$ cat src/rtl/fb_pkg.sv
// Shared defaults and FSM state type for the column framebuffer.
// Imported by the reader and the top level.
package fb_pkg;

    localparam int N_DRIVERS_DEF  = 16;
    localparam int PIXEL_W_DEF    = 24;
    localparam int MUX_DEF        = 8;
    localparam int RAM_ADDR_W_DEF = 7;
    localparam int RAM_LAT_DEF    = 1;

    typedef enum logic [1:0] {
        IDLE,
        FILL,
        SWAP_WAIT
    } fill_state_t;

endpackage

$ cat src/rtl/fb_ram_reader.sv
// Column address generator plus a RAM_LAT-deep tag pipe that
// labels each returning RAM word with its driver index.
module fb_ram_reader
    import fb_pkg::*;
#(
    parameter int N_DRIVERS  = N_DRIVERS_DEF,
    parameter int PIXEL_W    = PIXEL_W_DEF,
    parameter int MUX        = MUX_DEF,
    parameter int RAM_ADDR_W = RAM_ADDR_W_DEF,
    parameter int RAM_LAT    = RAM_LAT_DEF,
    parameter int CNT_W      = $clog2(N_DRIVERS + 1),
    parameter int COL_W      = $clog2(MUX)
) (
    input  logic                  clk,
    input  logic                  nrst,
    input  logic                  clk_enable,
    input  logic                  flush,
    input  logic                  start,
    input  logic [COL_W-1:0]      start_col,
    output logic [RAM_ADDR_W-1:0] ram_addr,
    input  logic [PIXEL_W-1:0]    ram_data,
    output logic                  wr_en,
    output logic [CNT_W-1:0]      wr_idx,
    output logic [PIXEL_W-1:0]    wr_data,
    output logic                  fill_done
);

    logic [COL_W-1:0]      col_r;
    logic [CNT_W-1:0]      cnt;
    logic                  iss_v;
    logic [CNT_W-1:0]      iss_idx;
    logic [RAM_LAT-1:0]    pv;
    logic [CNT_W-1:0]      pidx [RAM_LAT];
    logic [RAM_ADDR_W-1:0] addr_next;

    assign addr_next = RAM_ADDR_W'(col_r)
                     + RAM_ADDR_W'(cnt) * RAM_ADDR_W'(MUX);

    // Issue one address per enabled cycle and shift the tag pipe alongside
    always_ff @(posedge clk) begin
        if (!nrst) begin
            ram_addr <= '0;
            col_r    <= '0;
            cnt      <= CNT_W'(N_DRIVERS);
            iss_v    <= 1'b0;
            iss_idx  <= '0;
            pv       <= '0;
            for (int i = 0; i < RAM_LAT; i++) begin
                pidx[i] <= '0;
            end
        end else begin
            if (flush) begin
                pv <= '0;
            end else if (clk_enable) begin
                pv[0]   <= iss_v;
                pidx[0] <= iss_idx;
                for (int i = 1; i < RAM_LAT; i++) begin
                    pv[i]   <= pv[i-1];
                    pidx[i] <= pidx[i-1];
                end
            end
            if (start) begin
                col_r    <= start_col;
                ram_addr <= RAM_ADDR_W'(start_col);
                iss_v    <= 1'b1;
                iss_idx  <= '0;
                cnt      <= CNT_W'(1);
            end else if (clk_enable) begin
                if (cnt < CNT_W'(N_DRIVERS)) begin
                    ram_addr <= addr_next;
                    iss_v    <= 1'b1;
                    iss_idx  <= cnt;
                    cnt      <= cnt + 1'b1;
                end else begin
                    iss_v <= 1'b0;
                end
            end
        end
    end

    // Words still in flight when a frame restarts are discarded
    assign wr_en     = pv[RAM_LAT-1] & clk_enable & ~flush;
    assign wr_idx    = pidx[RAM_LAT-1];
    assign wr_data   = ram_data;
    assign fill_done = wr_en && (wr_idx == CNT_W'(N_DRIVERS - 1));

endmodule

$ cat src/rtl/column_framebuffer_mp.sv
// Double-buffered multiplex column store: back buffer fills from RAM,
// front buffer drives the LED driver chain.
module column_framebuffer_mp
    import fb_pkg::*;
#(
    parameter int N_DRIVERS  = N_DRIVERS_DEF,
    parameter int PIXEL_W    = PIXEL_W_DEF,
    parameter int MUX        = MUX_DEF,
    parameter int RAM_ADDR_W = RAM_ADDR_W_DEF,
    parameter int RAM_LAT    = RAM_LAT_DEF
) (
    input  logic                           clk,
    input  logic                           nrst,
    input  logic                           clk_enable,
    input  logic                           SOF,
    input  logic                           EOC,
    output logic [N_DRIVERS*PIXEL_W-1:0]   data_out,
    output logic                           data_valid,
    output logic                           driver_SOF,
    output logic                           EOR,
    output logic                           underrun,
    output logic [RAM_ADDR_W-1:0]          ram_addr,
    input  logic [PIXEL_W-1:0]             ram_data
);

    localparam int CNT_W = $clog2(N_DRIVERS + 1);
    localparam int COL_W = $clog2(MUX);
    localparam int BUF_W = N_DRIVERS * PIXEL_W;

    logic [BUF_W-1:0]   buf0;
    logic [BUF_W-1:0]   buf1;
    logic               front_sel;
    fill_state_t        state;
    logic [COL_W-1:0]   col;
    logic               pend;

    logic               wr_en;
    logic [CNT_W-1:0]   wr_idx;
    logic [PIXEL_W-1:0] wr_data;
    logic               fill_done;
    logic               ready;
    logic               swap;
    logic               last_col;
    logic               start;
    logic [COL_W-1:0]   start_col;

    fb_ram_reader #(
        .N_DRIVERS  (N_DRIVERS),
        .PIXEL_W    (PIXEL_W),
        .MUX        (MUX),
        .RAM_ADDR_W (RAM_ADDR_W),
        .RAM_LAT    (RAM_LAT),
        .CNT_W      (CNT_W),
        .COL_W      (COL_W)
    ) u_reader (
        .clk        (clk),
        .nrst       (nrst),
        .clk_enable (clk_enable),
        .flush      (SOF),
        .start      (start),
        .start_col  (start_col),
        .ram_addr   (ram_addr),
        .ram_data   (ram_data),
        .wr_en      (wr_en),
        .wr_idx     (wr_idx),
        .wr_data    (wr_data),
        .fill_done  (fill_done)
    );

    // The first column of a slice never waits for the driver
    assign ready    = (col == '0) || pend || EOC;
    assign last_col = (col == COL_W'(MUX - 1));
    assign swap     = clk_enable && !SOF &&
                      (((state == FILL) && fill_done && ready) ||
                       ((state == SWAP_WAIT) && ready));
    assign start     = SOF || (swap && !last_col);
    assign start_col = SOF ? '0 : col + 1'b1;

    assign data_out = front_sel ? buf1 : buf0;

    // Back-buffer writes; the last word and the swap share one edge
    always_ff @(posedge clk) begin
        if (!nrst) begin
            buf0      <= '0;
            buf1      <= '0;
            front_sel <= 1'b0;
        end else begin
            if (wr_en) begin
                for (int k = 0; k < N_DRIVERS; k++) begin
                    if (wr_idx == CNT_W'(k)) begin
                        if (front_sel) begin
                            buf0[k*PIXEL_W +: PIXEL_W] <= wr_data;
                        end else begin
                            buf1[k*PIXEL_W +: PIXEL_W] <= wr_data;
                        end
                    end
                end
            end
            if (swap) begin
                front_sel <= ~front_sel;
            end
        end
    end

    // Fill/swap sequencing with registered status pulses
    always_ff @(posedge clk) begin
        if (!nrst) begin
            state      <= IDLE;
            col        <= '0;
            pend       <= 1'b0;
            data_valid <= 1'b0;
            driver_SOF <= 1'b0;
            EOR        <= 1'b0;
            underrun   <= 1'b0;
        end else begin
            driver_SOF <= 1'b0;
            EOR        <= 1'b0;
            underrun   <= 1'b0;
            if (SOF) begin
                state      <= FILL;
                col        <= '0;
                pend       <= 1'b0;
                data_valid <= 1'b0;
            end else begin
                if (EOC && (state == FILL) && !fill_done) begin
                    underrun <= 1'b1;
                end
                if (EOC && (state != IDLE) && !swap) begin
                    pend <= 1'b1;
                end
                if ((state == FILL) && fill_done && last_col) begin
                    EOR <= 1'b1;
                end
                if (swap) begin
                    pend       <= 1'b0;
                    data_valid <= 1'b1;
                    driver_SOF <= (col == '0);
                    if (last_col) begin
                        state <= IDLE;
                    end else begin
                        state <= FILL;
                        col   <= col + 1'b1;
                    end
                end else if (clk_enable) begin
                    unique case (state)
                        FILL: begin
                            if (fill_done) begin
                                state <= SWAP_WAIT;
                            end
                        end
                        default: begin
                        end
                    endcase
                end
            end
        end
    end

endmodule
$ cat config.mk
export PLATFORM = sky130hd
export DESIGN_NAME = column_framebuffer_mp
export DESIGN_NICKNAME = d
export VERILOG_FILES = /design/src/rtl/fb_pkg.sv /design/src/rtl/fb_ram_reader.sv /design/src/rtl/column_framebuffer_mp.sv
export SDC_FILE = /design/constraint.sdc
export NUM_CORES = 2
export LEC_CHECK = 0
export BUFFER_PORTS_ARGS = -buffer_cell sky130_fd_sc_hd__buf_2
export CORE_MARGIN = 1.5
export CORE_UTILIZATION = 58
export DETAILED_ROUTE_END_ITERATION = 10
export GPL_TIMING_DRIVEN = 0
export PLACE_DENSITY = 0.8
export SETUP_SLACK_MARGIN = 0.05
export SLEW_MARGIN = 20
export SYNTH_ARGS = -nofsm -noshare
export SYNTH_HDL_FRONTEND = slang
export SYNTH_HIERARCHICAL = 1
export SYNTH_SLANG_ARGS = --single-unit
$ cat constraint.sdc
create_clock -name clk -period 2.8 [get_ports clk]
set_clock_uncertainty 0.1 [all_clocks]
set_input_delay 0.14 -clock clk [delete_from_list [all_inputs] [get_ports clk]]
set_output_delay 0.14 -clock clk [all_outputs]
set_load 0.01 [all_outputs]
# After elaboration in Yosys (flattened, before gate mapping)
# Memory sizes are Yosys's and may differ from the RTL's.
# Index checks and enable logic that the tools add are counted.
# classes
order_cmp	1
bitwise_logic	7
eq_ne	18
reduce_logical	73
n_mux	26
n_addsub	3
# ops
cell	n
$mux W384	1
$reduce_and A3 Y1	34
$eq A5 B4 Y1 const B	8
$eq A5 B3 Y1 const B	4
$mux W5	4
$mux W1	13
$logic_and A1 B1 Y1	12
$mux W3	4
$reduce_bool A2 Y1	6
$eq A5 B2 Y1 const B	2
$reduce_bool A3 Y1	3
$mux W2	4
$add A3 B7 Y7	1
$reduce_and A2 Y1	3
$reduce_or A3 Y1	2
$add A5 B1 Y5 const B	1
$eq A5 B1 Y1 const B	1
$logic_not A5 Y1	1
$lt A5 B5 Y1 const B	1
$not A1 Y1	5
$reduce_or A5 Y1	1
$logic_not A1 Y1	4
$logic_or A1 B1 Y1	4
$reduce_or A2 Y1	2
6 further kinds	7
# word_totals
mem_count	1
ram_bits	5
regBits	801
# mem_list
memory	depth	width	rd	rd_clocked_by_memory_dff	write_ports	line	source
u_reader.pidx	1	5	1	0	1	fb_ram_reader.sv:33	logic [CNT_W-1:0] pidx [RAM_LAT];

# Longest topological paths before layout
# logic_depth
word_depth	11
depth_mapped	10
mapped_depth_nobuf	9

# Modules after synthesis
# The synthesis kept the hierarchy.
# modules_own_cells
mod	instances	cells_per_inst	seq_area_each_um2	area_each_um2
column_framebuffer_mp	1	3953	15595.0	33832.4
fb_ram_reader	1	120	510.5	1126.1

# Worst setup path before layout
# OpenSTA, ideal clock, no wires.
# synth_path
kind	input port to flip-flop
startpoint	input port SOF
endpoint	register u_reader.cnt[2]
path_slack_ns	0.427
t_arrival_ns	2.153
path_stages	10
required_time_ns	2.580
n_path_buf	1
cell_sequence	and2b_1 and2_1 nor3b_1 nand3b_1 a221oi_2 or2_2 buf_2 inv_1 nand2_1 nor2_1
# synth_between
elab_chain_len	10
# synth_lines
item	line	source
from (decl)	column_framebuffer_mp.sv:15	input logic SOF,
$not A1 Y1	fb_ram_reader.sv:82	assign wr_en = pv[RAM_LAT-1] & clk_enable & ~flush;
$and A1 B1 Y1	fb_ram_reader.sv:82	
net wr_en	column_framebuffer_mp.sv:37	logic wr_en;
$logic_and A1 B1 Y1	fb_ram_reader.sv:85	assign fill_done = wr_en && (wr_idx == CNT_W'(N_DRIVERS - 1));
net fill_done	column_framebuffer_mp.sv:40	logic fill_done;
$logic_and A1 B1 Y1 (2 in series)	column_framebuffer_mp.sv:74	(((state == FILL) && fill_done && ready) ||
$logic_or A1 B1 Y1	column_framebuffer_mp.sv:74	
$logic_and A1 B1 Y1	column_framebuffer_mp.sv:73	assign swap = clk_enable && !SOF &&
$logic_and A1 B1 Y1	column_framebuffer_mp.sv:76	assign start = SOF || (swap && !last_col);
$logic_or A1 B1 Y1	column_framebuffer_mp.sv:76	
net start	column_framebuffer_mp.sv:44	logic start;
$reduce_or A2 Y1 (no source line)	-	
to (signal assigned)	fb_ram_reader.sv:44	cnt <= CNT_W'(N_DRIVERS);
to (signal assigned)	fb_ram_reader.sv:73	cnt <= cnt + 1'b1;
to (decl)	fb_ram_reader.sv:29	logic [CNT_W-1:0] cnt;
# The timed path passes the listed nets, and every way through them passes these cells.
# A chain may end at the register's enable or synchronous reset.

# Final worst setup path
# layout_path
startpoint	register front_sel
endpoint	output port data_out[95]
# layout_between
elab_chain_len	1
# layout_lines
item	line	source
from (decl)	column_framebuffer_mp.sv:32	logic front_sel;
from (signal assigned)	column_framebuffer_mp.sv:100	front_sel <= ~front_sel;
$mux W384	column_framebuffer_mp.sv:79	assign data_out = front_sel ? buf1 : buf0;
to (decl)	column_framebuffer_mp.sv:17	output logic [N_DRIVERS*PIXEL_W-1:0] data_out,
# Every way passes these cells.

==> summary.txt <==
Setup path
  – R2R setup slack: around 0.16 ns
  – WS Path Type: register to output port
  – Worst R2R End: u_reader/ram_addr[1]$_SDFFE_PN0P_
  – Critical path peak fanout: 10
  – R2R cell count: 9
  – Critical Path AT: between 2 and 3 ns
  – Critical Path End Type: output port
  – CP endpoint: data_out[95]
  – Reg-to-reg startpoint: u_reader/pidx[0][3]$_SDFFCE_PN0P_
  – Critical Path RT: approximately 2.6 ns
  – Startpoint Class: register
  – Crit. Startpoint: front_sel$_SDFFE_PN0P_

Power and ir drop
  – Leak: approximately 0.016 µW
  – VDD IR max: approximately 0.42 mV
  – Pwr Total: ~24000 µW
  – Pwr/cell area: roughly 580 nW/µm²

CTS
  – Clk root buf: clkbuf_16
  – H-tree depth: 3
  – Worst skew pair latency: around 0.64 ns
  – CTS tree: built
  – CTS Buffer Depth: 3
  – Clk slew on worst S/H paths: ~0.060 ns
  – CTS Buf Count: a little over 80
  – Clock sinks: between 800 and 900

Synthesis
  – Netlist cell types: 57
  – Post-synth top area cell: dfxtp_1
  – Flops & latches, synth: around 800
  – Post-synth EDFFs: 5
  – Share of Yosys cell area claimed by the top area cell type: 45.6%
  – Largest cells by area after synthesis: dfxtp_1 46%, nand2_1 17%, mux2_2 12%
  – Synth Cell Area: 35000 µm²
  – Most frequent cells after synthesis: 1582 x nand2_1, 797 x dfxtp_1, 517 x a21boi_0
  – Sequential share of the synthesized area: a little under half
  – Count leader, synth: nand2_1
  – Syn Inst Count: 4073
  – Main flop type after synthesis: dfxtp_1
  – Async SR Flop Fraction: 0%
  – Avg Cell Area, Syn: roughly 8.6 µm²
  – Yosys warns: 6
  – Mapped Nets: between 4000 and 5000

STA
  – Min cycle time layout: around 2.8 ns
  – Endpoints failing hold: 0
  – RSZ-0062 raised after global routing: true
  – Setup WS post-layout: ~0.021 ns
  – Transition time at the pin with the least slew margin: approximately 1.4 ns
  – # setup viols final: 0
  – Fin Hold WS: between 0.07 and 0.08 ns
  – Slew HR: 8.22%
  – Maximum clock rate: 360 MHz
  – Slew Limit Fails: 0
  – Period Utilization, post-route: between 90 and 100%

Final layout
  – # nets final: around 4600
  – Share of layout cells above drive strength 1: about 24%
  – Synthesis-to-finish area growth: 17.9%
  – Util after Layout: a little over two thirds
  – Fin cells: approximately 5400
  – Ant diodes: 0

GRT
  – First-pass GRT wire length: 186 mm
  – Initial antenna violation count: 4
  – Vias in the first global route: around 30000
  – Largest net degree at the start of global routing: 15
  – Overall routing resource usage: 40.1%
  – Aggregate global routing overflow: 0

Drt
  – DRC: 23
  – Vias per inst: between 5 and 6
  – Vias: 32000
  – Drt wl/cell: 23.8 µm
  – Initial drt markers: around 3700
  – DRT antenna net count: 0
  – WL final: 129 mm
  – Pre-antenna DRT Iters: 9

Die
  – Starting Density: slightly below 60%
  – Die area: between 60000 and 70000 µm²
  – Die W: approximately 250 µm
  – Io pins: between 400 and 500
  – FP Rows: between 80 and 90
  – Core Area: between 50000 and 60000 µm²
  – Die height: 249 µm

Job
  – Max-Cap Viols: 0

Placed design
  – Place WS: -0.417 ns
  – IO buf count: 399
  – Dpl hpwl: between 80 and 90 mm
  – Placed insts: 5245
  – Routability cong.: 0.955

Min path
  – Hold Crit Class: input port to register

Status
  – Status: finished with violations
  – Failing checks: design-rule violations
-- worst min-delay path by stage --
stage                      start                                end  slack, ns  cells after the start
floorplan                    SOF           u_reader/pv$_SDFFE_PP0P_       0.12                      1
global placement    ram_data[23]             buf1[383]$_SDFFE_PN0P_       0.33                      3
detailed placement  ram_data[14]             buf0[110]$_SDFFE_PN0P_       0.34                      3
CTS                   clk_enable  u_reader/pidx[0][2]$_SDFFCE_PN0P_       0.03                      3
global route          clk_enable  u_reader/ram_addr[5]$_SDFFE_PP0P_       0.09                      5
finish                clk_enable  u_reader/ram_addr[5]$_SDFFE_PP0P_       0.07                      5
-- layout make-up --
cell class,count,area (µm²)
Buffer,380,1910
Clock buffer,117,2340
Clock inverter,26,352
Fill cell,4680,18000
Inverter,4,15.0
Multi-Input combinational cell,2887,17200
Sequential cell,802,16100
Tap cell,773,967
Timing Repair Buffer,433,2330
-- critical path, cell delays in order, from the launching register on --
cell and delay (ns):
dfxtp_1 0.40, buf_4 0.20, buf_4 0.22, clkbuf_8 0.25
buf_4 0.24, mux2_2 0.40, buf_2 0.16
-- flip-flops by register name, indices dropped and copies added, names as in the netlist, 2 cells and up --
signal and flops:
u_reader/cnt 5, u_reader/ram_addr 6, u_reader/pidx 5, u_reader/col_r 3
buf1 384, u_reader/iss_idx 2, state 2, col 3
buf0 384
-- per-layer routing --
layer	vias up	share of wire (%)	global-route usage (%)
li1	14300	-	-
met1	15200	38	52.0
met2	2025	43	60.5
met3	471	12	8.83
met4	8	7.0	25.8
met5	-	0.036	0
-- cell usage in the layout, fill, tap and decap left out, types with 10 or more instances in the layout --
master	n
nand2_1	1581
buf_2	471
clkinv_2	11
clkbuf_8	18
a21boi_1	253
nor2_1	12
dlygate4sd3_1	32
nor2_2	14
buf_6	10
buf_4	58
dfxtp_1	797
mux2_2	384
clkbuf_16	83
clkbuf_2	46
a21boi_0	517
clkbuf_1	210
-- power breakdown --
group          internal (µW)  total (µW)  leakage [µW]  switching, µW
Clock                   6560       11300       0.00132           4720
Combinational            291        1090       0.00815            804
Sequential             11400       11400       0.00647           15.1
Total                  18300       23800        0.0159           5540
-- logic make-up after synthesis --
family / count (synthesis) / share of synthesized area (%)
AO/OA/AOI/OAI: 796 / 17.0
multiplexers: 388 / 12.5
buffers and inverters: 384 / 4.85
adder cells (fa/ha/maj): 4 / 0.143
AND/OR/NAND/NOR: 1695 / 19.3
flip-flops: 802 / 46.1
XOR/XNOR: 4 / 0.100
-- per-stage QoR --
stage | TNS, ns | cell area [µm²]
after floorplan | 0 | 35000
after global placement | -34.74 | 37900
after detailed placement | -33.27 | 38000
after CTS | 0 | 41100
after global routing | 0 | 41200
final | 0 | 41200
-- repair_timing --
action,in CTS,in global routing
gates resized for setup,51,19
hold endpoints to repair,84,0
hold buffers,32,0
cloned,0,0
endpoints found under the setup margin,474,165
buffers inserted,0,2
pin swaps,0,1
Note: power is estimated with default switching activity, not from simulation.
